<file path="src/rtl/histogram_readout_if.sv">
// Output stream of the histogram readout engine: one bin count per handshake,
// tagged with its bin index and an end-of-frame marker.
interface histogram_readout_if #(
  parameter int ADDR_WIDTH = 10,
  parameter int DATA_WIDTH = 24
);
  logic                  OutValid;
  logic                  OutReady;
  logic [DATA_WIDTH-1:0] OutData;
  logic [ADDR_WIDTH-1:0] OutBin;
  logic                  OutLast;

  modport master (output OutValid, OutData, OutBin, OutLast, input OutReady);
  modport slave  (input OutValid, OutData, OutBin, OutLast, output OutReady);
endinterface

</file>
<file path="src/rtl/histogram_readout.sv">
// Frame-end sweep of the histogram bin RAM: streams every bin in index order,
// optionally zeroes each bin as it is read, and reports the frame total.
module histogram_readout #(
  parameter int ADDR_WIDTH    = 10,
  parameter int DATA_WIDTH    = 24,
  parameter int NUM_BINS      = 1024,
  parameter bit CLEAR_ON_READ = 1'b1
) (
  input  logic                             Clock,
  input  logic                             Reset_n,
  input  logic                             Start,
  output logic                             Busy,
  output logic                             Done,
  output logic [DATA_WIDTH+ADDR_WIDTH-1:0] FrameSum,
  output logic                             RamClockEn,
  output logic                             RamWE,
  output logic [ADDR_WIDTH-1:0]            RamAddress,
  output logic [DATA_WIDTH-1:0]            RamData,
  input  logic [DATA_WIDTH-1:0]            RamQ,
  histogram_readout_if.master              stream
);

  localparam int SW = DATA_WIDTH + ADDR_WIDTH;
  localparam logic [ADDR_WIDTH-1:0] LAST_BIN = ADDR_WIDTH'(NUM_BINS - 1);

  typedef enum logic [1:0] {IDLE, SWEEP, DRAIN} state_t;

  state_t                state, state_nxt;
  logic [ADDR_WIDTH-1:0] ptr;
  logic                  inflight;
  logic [ADDR_WIDTH-1:0] fl_bin;
  logic [1:0]            fcnt;
  logic                  rp, wp;
  logic [DATA_WIDTH-1:0] fdata [2];
  logic [ADDR_WIDTH-1:0] fbin  [2];
  logic [SW-1:0]         acc, acc_nxt;

  logic                  issue, start_ok, drained;
  logic                  fifo_ne, valid, push, pop;
  logic [DATA_WIDTH-1:0] head_data;
  logic [ADDR_WIDTH-1:0] head_bin;

  always_ff @(posedge Clock or negedge Reset_n) begin
    if (!Reset_n) state <= IDLE;
    else          state <= state_nxt;
  end

  // Issue only counts words already owned (buffered + in flight), never OutReady,
  // so the 2-entry buffer always has room for whatever RamQ returns.
  always_comb begin
    state_nxt = state;
    issue     = 1'b0;
    start_ok  = 1'b0;
    drained   = 1'b0;
    case (state)
      IDLE: if (Start) begin
        start_ok  = 1'b1;
        state_nxt = SWEEP;
      end
      SWEEP: begin
        issue = (fcnt + {1'b0, inflight}) < 2'd2;
        if (issue && ptr == LAST_BIN) state_nxt = DRAIN;
      end
      DRAIN: if (fcnt == 2'd0 && !inflight) begin
        drained   = 1'b1;
        state_nxt = IDLE;
      end
      default: state_nxt = IDLE;
    endcase
  end

  assign Busy       = (state == SWEEP) || (state == DRAIN && !drained);
  assign Done       = drained;
  assign RamClockEn = issue;
  assign RamWE      = CLEAR_ON_READ ? issue : 1'b0;
  assign RamAddress = issue ? ptr : '0;
  assign RamData    = '0;

  always_ff @(posedge Clock or negedge Reset_n) begin
    if (!Reset_n) begin
      ptr      <= '0;
      inflight <= 1'b0;
      fl_bin   <= '0;
    end else begin
      inflight <= issue;
      if (issue) fl_bin <= ptr;
      if (start_ok)                     ptr <= '0;
      else if (issue && ptr != LAST_BIN) ptr <= ptr + 1'b1;
    end
  end

  // The word returning on RamQ bypasses the empty buffer so the head is
  // visible in the same cycle it arrives; it is only stored if not taken.
  assign fifo_ne   = fcnt != 2'd0;
  assign valid     = fifo_ne || inflight;
  assign head_data = fifo_ne ? fdata[rp] : RamQ;
  assign head_bin  = fifo_ne ? fbin[rp]  : fl_bin;
  assign pop       = fifo_ne && stream.OutReady;
  assign push      = inflight && !(!fifo_ne && stream.OutReady);

  assign stream.OutValid = valid;
  assign stream.OutData  = valid ? head_data : '0;
  assign stream.OutBin   = valid ? head_bin  : '0;
  assign stream.OutLast  = valid && (head_bin == LAST_BIN);

  always_ff @(posedge Clock or negedge Reset_n) begin
    if (!Reset_n) begin
      fcnt <= 2'd0;
      rp   <= 1'b0;
      wp   <= 1'b0;
      for (int i = 0; i < 2; i++) begin
        fdata[i] <= '0;
        fbin[i]  <= '0;
      end
    end else begin
      if (push) begin
        fdata[wp] <= RamQ;
        fbin[wp]  <= fl_bin;
        wp        <= ~wp;
      end
      if (pop) rp <= ~rp;
      fcnt <= fcnt + {1'b0, push} - {1'b0, pop};
    end
  end

  always_comb begin
    acc_nxt = acc;
    if (start_ok)      acc_nxt = '0;
    else if (inflight) acc_nxt = acc + SW'(RamQ);
  end

  // FrameSum follows the accumulator only while draining, so it settles on the
  // final total by the Done cycle and then holds through the next sweep.
  always_ff @(posedge Clock or negedge Reset_n) begin
    if (!Reset_n) begin
      acc      <= '0;
      FrameSum <= '0;
    end else begin
      acc <= acc_nxt;
      if (state == DRAIN) FrameSum <= acc_nxt;
    end
  end

endmodule

</file>
<file path="src/flat_wrapper.sv">
// flat-port wrapper written by rule: the top's interface ports become plain ports
module histogram_readout_flat 
#(
  parameter int ADDR_WIDTH    = 10,
  parameter int DATA_WIDTH    = 24,
  parameter int NUM_BINS      = 1024,
  parameter bit CLEAR_ON_READ = 1'b1
)
  (Clock, Reset_n, Start, Busy, Done, FrameSum, RamClockEn, RamWE, RamAddress, RamData, RamQ, stream_OutValid, stream_OutData, stream_OutBin, stream_OutLast, stream_OutReady);
  histogram_readout_if #(.ADDR_WIDTH(ADDR_WIDTH), .DATA_WIDTH(DATA_WIDTH)) stream_i ();
  input  logic Clock;
  input  logic Reset_n;
  input  logic Start;
  output logic Busy;
  output logic Done;
  output logic [DATA_WIDTH+ADDR_WIDTH-1:0] FrameSum;
  output logic RamClockEn;
  output logic RamWE;
  output logic [ADDR_WIDTH-1:0] RamAddress;
  output logic [DATA_WIDTH-1:0] RamData;
  input  logic [DATA_WIDTH-1:0] RamQ;
  output wire logic [$bits(stream_i.OutValid)-1:0] stream_OutValid;
  output wire logic [$bits(stream_i.OutData)-1:0] stream_OutData;
  output wire logic [$bits(stream_i.OutBin)-1:0] stream_OutBin;
  output wire logic [$bits(stream_i.OutLast)-1:0] stream_OutLast;
  input wire logic [$bits(stream_i.OutReady)-1:0] stream_OutReady;
  assign stream_OutValid = stream_i.OutValid;
  assign stream_OutData = stream_i.OutData;
  assign stream_OutBin = stream_i.OutBin;
  assign stream_OutLast = stream_i.OutLast;
  assign stream_i.OutReady = stream_OutReady;
  histogram_readout #(.ADDR_WIDTH(ADDR_WIDTH), .DATA_WIDTH(DATA_WIDTH), .NUM_BINS(NUM_BINS), .CLEAR_ON_READ(CLEAR_ON_READ)) u_core (.Clock(Clock), .Reset_n(Reset_n), .Start(Start), .Busy(Busy), .Done(Done), .FrameSum(FrameSum), .RamClockEn(RamClockEn), .RamWE(RamWE), .RamAddress(RamAddress), .RamData(RamData), .RamQ(RamQ), .stream(stream_i));
endmodule
</file>
<file path="config.mk">
export PLATFORM = sky130hd
export DESIGN_NAME = histogram_readout_flat
export DESIGN_NICKNAME = d
export VERILOG_FILES = /design/src/rtl/histogram_readout_if.sv /design/src/rtl/histogram_readout.sv /design/src/flat_wrapper.sv
export SDC_FILE = /design/constraint.sdc
export NUM_CORES = 1
export LEC_CHECK = 0
export ABC_AREA = 1
export ABC_CLOCK_PERIOD_IN_PS = 2500
export CORE_UTILIZATION = 40
export CTS_CLUSTER_DIAMETER = 150
export DETAILED_ROUTE_END_ITERATION = 8
export PLACE_DENSITY = 0.65
export SYNTH_ARGS = -nofsm -noshare
export SYNTH_HDL_FRONTEND = slang
export SYNTH_SLANG_ARGS = --single-unit
</file>
<file path="constraint.sdc">
create_clock -name Clock -period 2.5 [get_ports Clock]
set_input_delay 0.25 -clock Clock [delete_from_list [all_inputs] [get_ports Clock]]
set_output_delay 0.25 -clock Clock [all_outputs]
set_load 0.01 [all_outputs]
</file>
==> impl_results.html, run 1 <==
<table>
<tr><th>Metric</th><th>Value</th></tr>
<tr><th colspan="2">Run status</th></tr>
<tr><td>Run status</td><td>complete, no violations</td></tr>
<tr><th colspan="2">Setup path</th></tr>
<tr><td>Number of cells on the worst reg-to-reg path</td><td>11</td></tr>
<tr><td>Crit-path slowest cell</td><td>clkdlybuf4s50_1</td></tr>
<tr><td>WP data required</td><td>2.25 ns</td></tr>
<tr><td>Levels on crit path</td><td>7</td></tr>
<tr><td>Startpoint kind of the worst setup timing path</td><td>flop</td></tr>
<tr><td>Buffers and inverters on the worst path</td><td>3</td></tr>
<tr><td>Dominant delay contributor by cell family on the critical path</td><td>buffers and inverters</td></tr>
<tr><td>Largest stage delay on the critical path</td><td>0.59 ns</td></tr>
<tr><td>Crit path max fanout</td><td>11</td></tr>
<tr><td>Crit-path cells</td><td>nand2_1 -&gt; xor2_1 -&gt; inv_2 -&gt; nor2_4 -&gt; inv_2 -&gt; nor2_1 -&gt; clkdlybuf4s50_1</td></tr>
<tr><td>Type of the setup path with the least slack</td><td>reg -&gt; out</td></tr>
<tr><td>CP arrival</td><td>2.23 ns</td></tr>
<tr><td>Cell mode on critical path</td><td>inv_2</td></tr>
<tr><td>Crit. End Element</td><td>output pin</td></tr>
<tr><th colspan="2">Place</th></tr>
<tr><td>Worst slack, placed</td><td>-0.0795 ns</td></tr>
<tr><td>Final weighted congestion in routability-driven placement</td><td>0.944</td></tr>
<tr><td>Number of cells after detailed placement</td><td>1717</td></tr>
<tr><td>Area post-placement</td><td>0.0111 mm^2</td></tr>
<tr><td>IO buf count</td><td>111</td></tr>
<tr><td>Post-DP HPWL</td><td>18300 um</td></tr>
<tr><th colspan="2">STA</th></tr>
<tr><td>Number of max-slew violations in the final report</td><td>0</td></tr>
<tr><td>Unrepaired setup endpoints after global routing</td><td>true</td></tr>
<tr><td>Max-slew headroom at the worst pin</td><td>51.4%</td></tr>
<tr><td>Crit share post-route</td><td>99.2%</td></tr>
<tr><td>Worst slew pin tran</td><td>0.728 ns</td></tr>
<tr><td>Clock tree skew after final layout</td><td>0.0132 ns</td></tr>
<tr><td>Number of failing hold endpoints at the final stage</td><td>0</td></tr>
<tr><td>Fin Setup TNS</td><td>0 ns</td></tr>
<tr><td>Finish-stage setup viols</td><td>0</td></tr>
<tr><td>Hold slack</td><td>0.384 ns</td></tr>
<tr><td>Crit path time final</td><td>2.48 ns</td></tr>
<tr><td>Post-layout worst setup margin</td><td>0.0202 ns</td></tr>
<tr><td>FMAX</td><td>403 MHz</td></tr>
<tr><th colspan="2">Power</th></tr>
<tr><td>Internal power consumption</td><td>8.55 mW</td></tr>
<tr><td>Power density of the placed cells</td><td>1310 mW/mm^2</td></tr>
<tr><td>Worst vdd rail ir drop</td><td>912 uV</td></tr>
<tr><td>Switching component of the power</td><td>7.05 mW</td></tr>
<tr><td>Clock share of power</td><td>16.6%</td></tr>
<tr><td>Static Leak</td><td>6.12 nW</td></tr>
<tr><td>Switching Share</td><td>45.2%</td></tr>
<tr><td>Sequential share of power</td><td>26.9%</td></tr>
<tr><td>Final Power</td><td>15.6 mW</td></tr>
<tr><td>Combinational power share</td><td>56.5%</td></tr>
<tr><th colspan="2">Global route</th></tr>
<tr><td>Grt ovf</td><td>0</td></tr>
<tr><td>Vias in the first global route</td><td>8229</td></tr>
<tr><td>Pin count of the biggest net entering global routing</td><td>73</td></tr>
<tr><td>Number of antenna violations at the first check in global routing</td><td>0</td></tr>
<tr><td>Wire length of the first global-routing pass</td><td>42200 um</td></tr>
<tr><td>Overall track demand over capacity in global routing</td><td>22.1%</td></tr>
<tr><th colspan="2">Logic synthesis</th></tr>
<tr><td>List of most frequent post-synthesis cells</td><td>nand2_1, dfrtp_1, inv_1, nor2_1, nand3_1</td></tr>
<tr><td>Share of async-settable or async-resettable flops after synthesis</td><td>100%</td></tr>
<tr><td>Main area contributors after synthesis</td><td>dfrtp_1, nand2_1, inv_1</td></tr>
<tr><td>Cell area after technology mapping</td><td>0.00948 mm^2</td></tr>
<tr><td>Area leader, netlist</td><td>dfrtp_1</td></tr>
<tr><td>Warning count from the yosys run</td><td>0</td></tr>
<tr><td>Sequential share of the synthesized area</td><td>43.0%</td></tr>
<tr><td>Post-Syn Area per Cell</td><td>7.32 um^2</td></tr>
<tr><td>Cell with the most instances after synthesis</td><td>nand2_1</td></tr>
<tr><td>Number of unique standard cell types used by synthesis</td><td>41</td></tr>
<tr><td>Post-synthesis register bit count</td><td>163</td></tr>
<tr><td>Share of the synthesized area in the top cell type</td><td>43.0%</td></tr>
<tr><td>Dominant register cell in the synthesized netlist</td><td>dfrtp_1</td></tr>
<tr><td>Synthesized netlist cell count</td><td>1295</td></tr>
<tr><td>Number of enable flip-flop cells after synthesis</td><td>0</td></tr>
<tr><th colspan="2">Final layout</th></tr>
<tr><td>Area occupied by multi-input gates</td><td>0.00447 mm^2</td></tr>
<tr><td>Summed area of non-filler cells in the final layout</td><td>0.0119 mm^2</td></tr>
<tr><td>Diodes inserted</td><td>0</td></tr>
<tr><td>Ratio of cells with drive above 1 in the final layout</td><td>9.20%</td></tr>
<tr><td>Area added between synthesis and finish</td><td>25.2%</td></tr>
<tr><td>Filler instances</td><td>2246</td></tr>
<tr><td>Post-layout net count</td><td>1488</td></tr>
<tr><td>Non-filler instance count after layout</td><td>1758</td></tr>
<tr><td>Final standard cell utilization of the core</td><td>51.8%</td></tr>
<tr><td>Sequential cell area</td><td>0.00408 mm^2</td></tr>
<tr><th colspan="2">CTS</th></tr>
<tr><td>Largest buffer count on any clock path</td><td>2</td></tr>
<tr><td>H-tree levels</td><td>4</td></tr>
<tr><td>Root Driver</td><td>clkbuf_16</td></tr>
<tr><td>CTS tree</td><td>done</td></tr>
<tr><td>Clock latency at the later pin of the worst-skew pair</td><td>0.43 ns</td></tr>
<tr><td>Clock buffers created by TritonCTS</td><td>17</td></tr>
<tr><td>CTS clk-pin slew, worst paths</td><td>0.07 ns</td></tr>
<tr><td>Clock Sinks</td><td>163</td></tr>
<tr><th colspan="2">Drt</th></tr>
<tr><td>Total wire length after detailed routing</td><td>25700 um</td></tr>
<tr><td>Remaining routing DRC violations</td><td>0</td></tr>
<tr><td>First-pass DRT Iterations</td><td>7</td></tr>
<tr><td>ANT nets after route</td><td>0</td></tr>
<tr><td>Detailed-route wire length per cell</td><td>14.6 um</td></tr>
<tr><td>Routed vias</td><td>8573</td></tr>
<tr><td>Vias per cell</td><td>4.88</td></tr>
<tr><td>1st-iter DRT viols</td><td>563</td></tr>
<tr><th colspan="2">Die</th></tr>
<tr><td>Row cnt</td><td>55</td></tr>
<tr><td>Starting utilization of the core area</td><td>41.4%</td></tr>
<tr><td>Die area</td><td>0.0243 mm^2</td></tr>
<tr><td>IO Count</td><td>136</td></tr>
<tr><td>Core region area</td><td>0.0229 mm^2</td></tr>
<tr><td>Die span in x</td><td>156 um</td></tr>
<tr><td>Die boundary height</td><td>156 um</td></tr>
<tr><th colspan="2">Run</th></tr>
<tr><td>Number of max-cap violations</td><td>0</td></tr>
<tr><th colspan="2">Min path</th></tr>
<tr><td>Min-delay worst type</td><td>in -&gt; async</td></tr>
</table>
-- cell usage in the layout (no fill, tap or decap), drive strengths merged, types with 3 or more instances in the layout --
cell / count
nor3: 10
xnor2: 9
o21bai: 13
and2: 3
ha: 27
a21oi: 29
dlygate4sd2: 17
nor4: 4
or2: 4
o21ai: 108
nand4: 19
clkdlybuf4s50: 83
conb: 24
and3: 11
dlymetal6s2s: 9
nor2: 154
clkinv: 8
nand3: 90
dfrtp: 163
inv: 173
buf: 58
clkbuf: 19
xor2: 11
o31ai: 27
nand2: 363
-- registers in the layout (all words and copies together), names as in the netlist, 2 cells and up --
name,count
u_core.FrameSum,34
u_core.acc,34
u_core.fbin,20
u_core.fcnt,2
u_core.fdata,48
u_core.fl_bin,10
u_core.ptr,10
u_core.state,2
-- worst reg2reg max path: cells and delay by family, from the launching register on --
kind,cells,cell delay [ns]
adder cells (fa/ha/maj),2,0.68
flip-flops,1,0.38
AND/OR/NAND/NOR,9,1.00
-- per-layer routing --
| metal | GRT usage, % | vias up | share of wire [%] |
|---|---|---|---|
| li1 | - | 4338 | - |
| met1 | 30.9 | 4041 | 48 |
| met2 | 35.3 | 166 | 46 |
| met3 | 3.25 | 28 | 3.8 |
| met4 | 6.54 | 0 | 1.5 |
| met5 | 0 | - | 0 |
-- repair_timing --
item / 4_1_cts / 5_1_grt
hold buffers: 1 / 0
pin swaps: 1 / 2
buffers inserted: 6 / 0
setup endpoints to repair: 27 / 18
gates cloned: 2 / 0
hold endpoints to repair: 68 / 0
gates resized for setup: 31 / 14
-- path summary, 6_finish.rpt --
check	startpoint	to	slack, ns
setup / recovery	u_core.inflight	RamAddress[7]	0.02
hold / removal	Reset_n	u_core.FrameSum[7]	0.38
setup reg to reg	u_core.acc[0]	u_core.acc[24]	0.33
hold reg to reg	u_core.FrameSum[25]	u_core.FrameSum[25]	0.48
max in group asynchronous	Reset_n	u_core.inflight	1.33
min in group Clock	u_core.FrameSum[25]	u_core.FrameSum[25]	0.48
-- layout make-up --
class	instances	share of cell area (%)
Timing Repair Buffer	172	14.3
Clock inverter	15	1.37
Inverter	168	5.39
Multi-Input combinational cell	910	37.7
Tap cell	313	3.30
Clock buffer	17	3.58
Sequential cell	163	34.4
-- cells by family (layout without fill, tap and decap cells) --
kind of cell | count (synthesis) | in the layout | share of synthesized area, %
AND/OR/NAND/NOR | 658 | 658 | 29.3
adder cells (fa/ha/maj) | 28 | 28 | 3.77
other | 1 | 24 | 0.0395
AO/OA/AOI/OAI | 180 | 180 | 10.8
flip-flops | 163 | 163 | 43.0
buffers and inverters | 245 | 372 | 11.2
XOR/XNOR | 20 | 20 | 1.85
-- power by group through the flow --
stage               Combinational [mW]  Clock [mW]  Sequential [mW]
global placement                  8.56           0             4.17
CTS                               8.87        2.63             4.18
finish                            8.82        2.59             4.19
detailed placement                8.66           0             4.20
floorplan                         5.76           0             4.06
global route                      9.92        2.76             4.31
No activity file was read; power rests on OpenSTA's default activity.
==> run 2: changes to the inputs <==
--- a/config.mk
+++ b/config.mk
@@ -8,8 +8,10 @@
 export ABC_AREA = 1
 export ABC_CLOCK_PERIOD_IN_PS = 2500
 export CORE_UTILIZATION = 40
+export CTS_BUF_LIST = sky130_fd_sc_hd__clkbuf_16
 export CTS_CLUSTER_DIAMETER = 150
 export DETAILED_ROUTE_END_ITERATION = 8
+export MAX_ROUTING_LAYER = met4
 export PLACE_DENSITY = 0.65
 export SYNTH_ARGS = -nofsm -noshare
 export SYNTH_HDL_FRONTEND = slang
==> impl_results.html, run 2 (same netlist as run 1, synthesis figures left out) <==
<table>
<tr><th>Metric</th><th>Value</th></tr>
<tr><th colspan="2">Run status</th></tr>
<tr><td>Run status</td><td>complete, no violations</td></tr>
<tr><th colspan="2">CTS</th></tr>
<tr><td>Root Driver</td><td>clkbuf_16</td></tr>
<tr><td>CTS clk-pin slew, worst paths</td><td>0.07 ns (about the same)</td></tr>
<tr><td>CTS tree</td><td>done</td></tr>
<tr><td>Clock latency at the later pin of the worst-skew pair</td><td>0.43 ns (about the same)</td></tr>
<tr><td>Clock Sinks</td><td>163 (unchanged)</td></tr>
<tr><td>H-tree levels</td><td>4 (unchanged)</td></tr>
<tr><td>Clock buffers created by TritonCTS</td><td>17 (unchanged)</td></tr>
<tr><td>Largest buffer count on any clock path</td><td>2 (unchanged)</td></tr>
<tr><th colspan="2">STA</th></tr>
<tr><td>Number of failing hold endpoints at the final stage</td><td>0 (unchanged)</td></tr>
<tr><td>Hold slack</td><td>0.290 ns (-0.0937 ns)</td></tr>
<tr><td>Clock tree skew after final layout</td><td>0.00708 ns (-0.00617 ns)</td></tr>
<tr><td>FMAX</td><td>410 MHz (+1.6%)</td></tr>
<tr><td>Crit share post-route</td><td>97.6% (-1.6 points)</td></tr>
<tr><td>Unrepaired setup endpoints after global routing</td><td>true</td></tr>
<tr><td>Finish-stage setup viols</td><td>0 (unchanged)</td></tr>
<tr><td>Worst slew pin tran</td><td>0.641 ns (-0.0877 ns)</td></tr>
<tr><td>Number of max-slew violations in the final report</td><td>0 (unchanged)</td></tr>
<tr><td>Max-slew headroom at the worst pin</td><td>57.0% (+5.6 points)</td></tr>
<tr><td>Crit path time final</td><td>2.44 ns (-0.0399 ns)</td></tr>
<tr><th colspan="2">Power</th></tr>
<tr><td>Sequential share of power</td><td>26.8% (about the same)</td></tr>
<tr><td>Switching component of the power</td><td>6.99 mW (-0.89%)</td></tr>
<tr><td>Final Power</td><td>15.7 mW (+0.42%)</td></tr>
<tr><td>Switching Share</td><td>44.6% (-0.59 points)</td></tr>
<tr><td>Clock share of power</td><td>17.5% (+0.9 points)</td></tr>
<tr><td>Static Leak</td><td>6.13 nW (+0.19%)</td></tr>
<tr><td>Combinational power share</td><td>55.8% (-0.7 points)</td></tr>
<tr><td>Worst vdd rail ir drop</td><td>618 uV (-32%)</td></tr>
<tr><td>Power density of the placed cells</td><td>1320 mW/mm^2 (+0.33%)</td></tr>
<tr><td>Internal power consumption</td><td>8.68 mW (+1.5%)</td></tr>
<tr><th colspan="2">Die</th></tr>
<tr><td>Core region area</td><td>0.0229 mm^2 (unchanged)</td></tr>
<tr><td>Die span in x</td><td>156 um (unchanged)</td></tr>
<tr><td>Starting utilization of the core area</td><td>41.4% (unchanged)</td></tr>
<tr><td>Die area</td><td>0.0243 mm^2 (unchanged)</td></tr>
<tr><td>Die boundary height</td><td>156 um (unchanged)</td></tr>
<tr><td>IO Count</td><td>136 (unchanged)</td></tr>
<tr><td>Row cnt</td><td>55 (unchanged)</td></tr>
<tr><th colspan="2">Drt</th></tr>
<tr><td>Remaining routing DRC violations</td><td>0 (unchanged)</td></tr>
<tr><td>Vias per cell</td><td>4.90 (+0.54%)</td></tr>
<tr><td>1st-iter DRT viols</td><td>578 (+2.7%)</td></tr>
<tr><td>Total wire length after detailed routing</td><td>25400 um (-1.0%)</td></tr>
<tr><td>ANT nets after route</td><td>0 (unchanged)</td></tr>
<tr><td>Detailed-route wire length per cell</td><td>14.5 um (-0.78%)</td></tr>
<tr><td>First-pass DRT Iterations</td><td>5 (-2)</td></tr>
<tr><td>Routed vias</td><td>8600 (+0.31%)</td></tr>
<tr><th colspan="2">Setup path</th></tr>
<tr><td>CP arrival</td><td>2.19 ns (-0.04 ns)</td></tr>
<tr><td>Worst reg2reg startpoint</td><td>u_core.acc[0]</td></tr>
<tr><td>Type of the setup path with the least slack</td><td>reg -&gt; out</td></tr>
<tr><td>Dominant delay contributor by cell family on the critical path</td><td>buffers and inverters</td></tr>
<tr><td>Crit-path slowest cell</td><td>clkdlybuf4s50_1</td></tr>
<tr><td>Crit path max fanout</td><td>11 (unchanged)</td></tr>
<tr><td>Cell mode on critical path</td><td>inv_2</td></tr>
<tr><td>Worst Setup SP</td><td>u_core.inflight</td></tr>
<tr><td>Largest stage delay on the critical path</td><td>0.58 ns (about the same)</td></tr>
<tr><td>WP data required</td><td>2.25 ns (about the same)</td></tr>
<tr><td>Crit. End Element</td><td>output pin</td></tr>
<tr><td>Buffers and inverters on the worst path</td><td>3 (unchanged)</td></tr>
<tr><td>Startpoint kind of the worst setup timing path</td><td>flop</td></tr>
<tr><td>Crit-path cells</td><td>nand2_1 -&gt; xor2_1 -&gt; inv_2 -&gt; nor2_4 -&gt; inv_2 -&gt; nor2_1 -&gt; clkdlybuf4s50_1</td></tr>
<tr><th colspan="2">Global route</th></tr>
<tr><td>Vias in the first global route</td><td>8068 (-2.0%)</td></tr>
<tr><td>Number of antenna violations at the first check in global routing</td><td>0 (unchanged)</td></tr>
<tr><td>Wire length of the first global-routing pass</td><td>41400 um (-1.8%)</td></tr>
<tr><td>Pin count of the biggest net entering global routing</td><td>78 (+6.8%)</td></tr>
<tr><td>Overall track demand over capacity in global routing</td><td>22.2% (+0.13 points)</td></tr>
<tr><td>Grt ovf</td><td>0 (unchanged)</td></tr>
<tr><th colspan="2">Final layout</th></tr>
<tr><td>Diodes inserted</td><td>0 (unchanged)</td></tr>
<tr><td>Biggest register</td><td>u_core.fdata</td></tr>
<tr><td>Most common library cell in the layout ignoring fill and taps</td><td>nand2_1</td></tr>
<tr><td>Post-layout net count</td><td>1484 (-0.27%)</td></tr>
<tr><td>Flip-flop count of the largest register, all copies and words added</td><td>48 (unchanged)</td></tr>
<tr><td>Filler instances</td><td>2254 (+0.36%)</td></tr>
<tr><td>Leading registers by flop count</td><td>u_core.fdata (48), u_core.FrameSum (34), u_core.acc (34)</td></tr>
<tr><td>Area added between synthesis and finish</td><td>25.3% (about the same)</td></tr>
<tr><td>Commonest cells after routing, fill and taps aside</td><td>nand2_1, dfrtp_1, inv_1</td></tr>
<tr><td>Ratio of cells with drive above 1 in the final layout</td><td>9.09% (-0.11 points)</td></tr>
<tr><th colspan="2">Place</th></tr>
<tr><td>Post-DP HPWL</td><td>18400 um (+0.23%)</td></tr>
<tr><td>Final weighted congestion in routability-driven placement</td><td>0.925 (-2.0%)</td></tr>
<tr><td>IO buf count</td><td>111 (unchanged)</td></tr>
<tr><th colspan="2">Min path</th></tr>
<tr><td>Min-delay worst type</td><td>in -&gt; async</td></tr>
<tr><th colspan="2">Run</th></tr>
<tr><td>Number of max-cap violations</td><td>0 (unchanged)</td></tr>
</table>
-- run 2: changes by cell type in the layout (fill, tap and decap cells not counted), sizes merged --
cell	change
buf	-3
bufbuf	-1
dlymetal6s2s	+2
clkinv	-5
inv	+3
bufinv	+2
dlygate4sd2	-4
clkdlybuf4s50	+2
-- run 2: area by class of cell --
class	count	area, um^2	area share [%]
multi-input combinational	910	4480	37.7
sequential	163	4080	34.3
timing repair buffer	168	1690	14.2
inverter	168	639	5.38
clock buffer	17	425	3.58
tap	313	392	3.30
clock inverter	15	184	1.55
-- run 2: metal layers --
metal / vias up / track usage (%) / part of all wire, %
li1: 4346 / - / -
met5: - / - / 0
met2: 180 / 34.6 / 46
met3: 25 / 2.39 / 3.9
met4: 0 / 5.93 / 1.5
met1: 4049 / 30.7 / 48
-- run 2: worst paths after layout --
check / slack (ns) / endpoint / cells past startpoint
max in group asynchronous: 1.48 / u_core.fdata[35] / 3
worst max-delay path: 0.06 / RamAddress[9] / 7
worst max register to register: 0.34 / u_core.FrameSum[32] / 12
worst min register to register: 0.48 / u_core.fdata[24] / 2
worst min-delay path: 0.29 / u_core.FrameSum[8] / 2
min in group Clock: 0.48 / u_core.fdata[24] / 2
-- run 2: power groups by stage --
stage / registers [mW] / clock network [mW] / logic (mW)
6_report: 4.19 / 2.74 / 8.74
5_1_grt: 4.31 / 2.90 / 9.80
4_1_cts: 4.18 / 2.79 / 8.74
3_5_place_dp: 4.21 / 0 / 8.62
3_3_place_gp: 4.17 / 0 / 8.54
2_1_floorplan: 4.06 / 0 / 5.76
-- run 2: through the flow --
step                setup TNS [ns]  utilization (%)  worst slack (ns)  instance area [um^2]  cells
finish                           0             51.9            0.0601                 11900   1754
global placement           -0.0977             48.5           -0.0203                 11100   1715
floorplan                        0                -             0.587                  9570   1318
detailed placement          -0.443             48.5           -0.0752                 11100   1715
global route                -0.188             51.9           -0.0482                 11900   1754
CTS                              0             51.6           0.00318                 11800   1753
-- run 2: timing repair --
action                     4_1_cts  5_1_grt
hold buffers                     1        0
setup buffers                    4        0
gates cloned                     1        1
gates resized for setup         28       17
setup endpoints to repair       27       24
hold endpoints to repair        34        0
pin swaps                        0        3
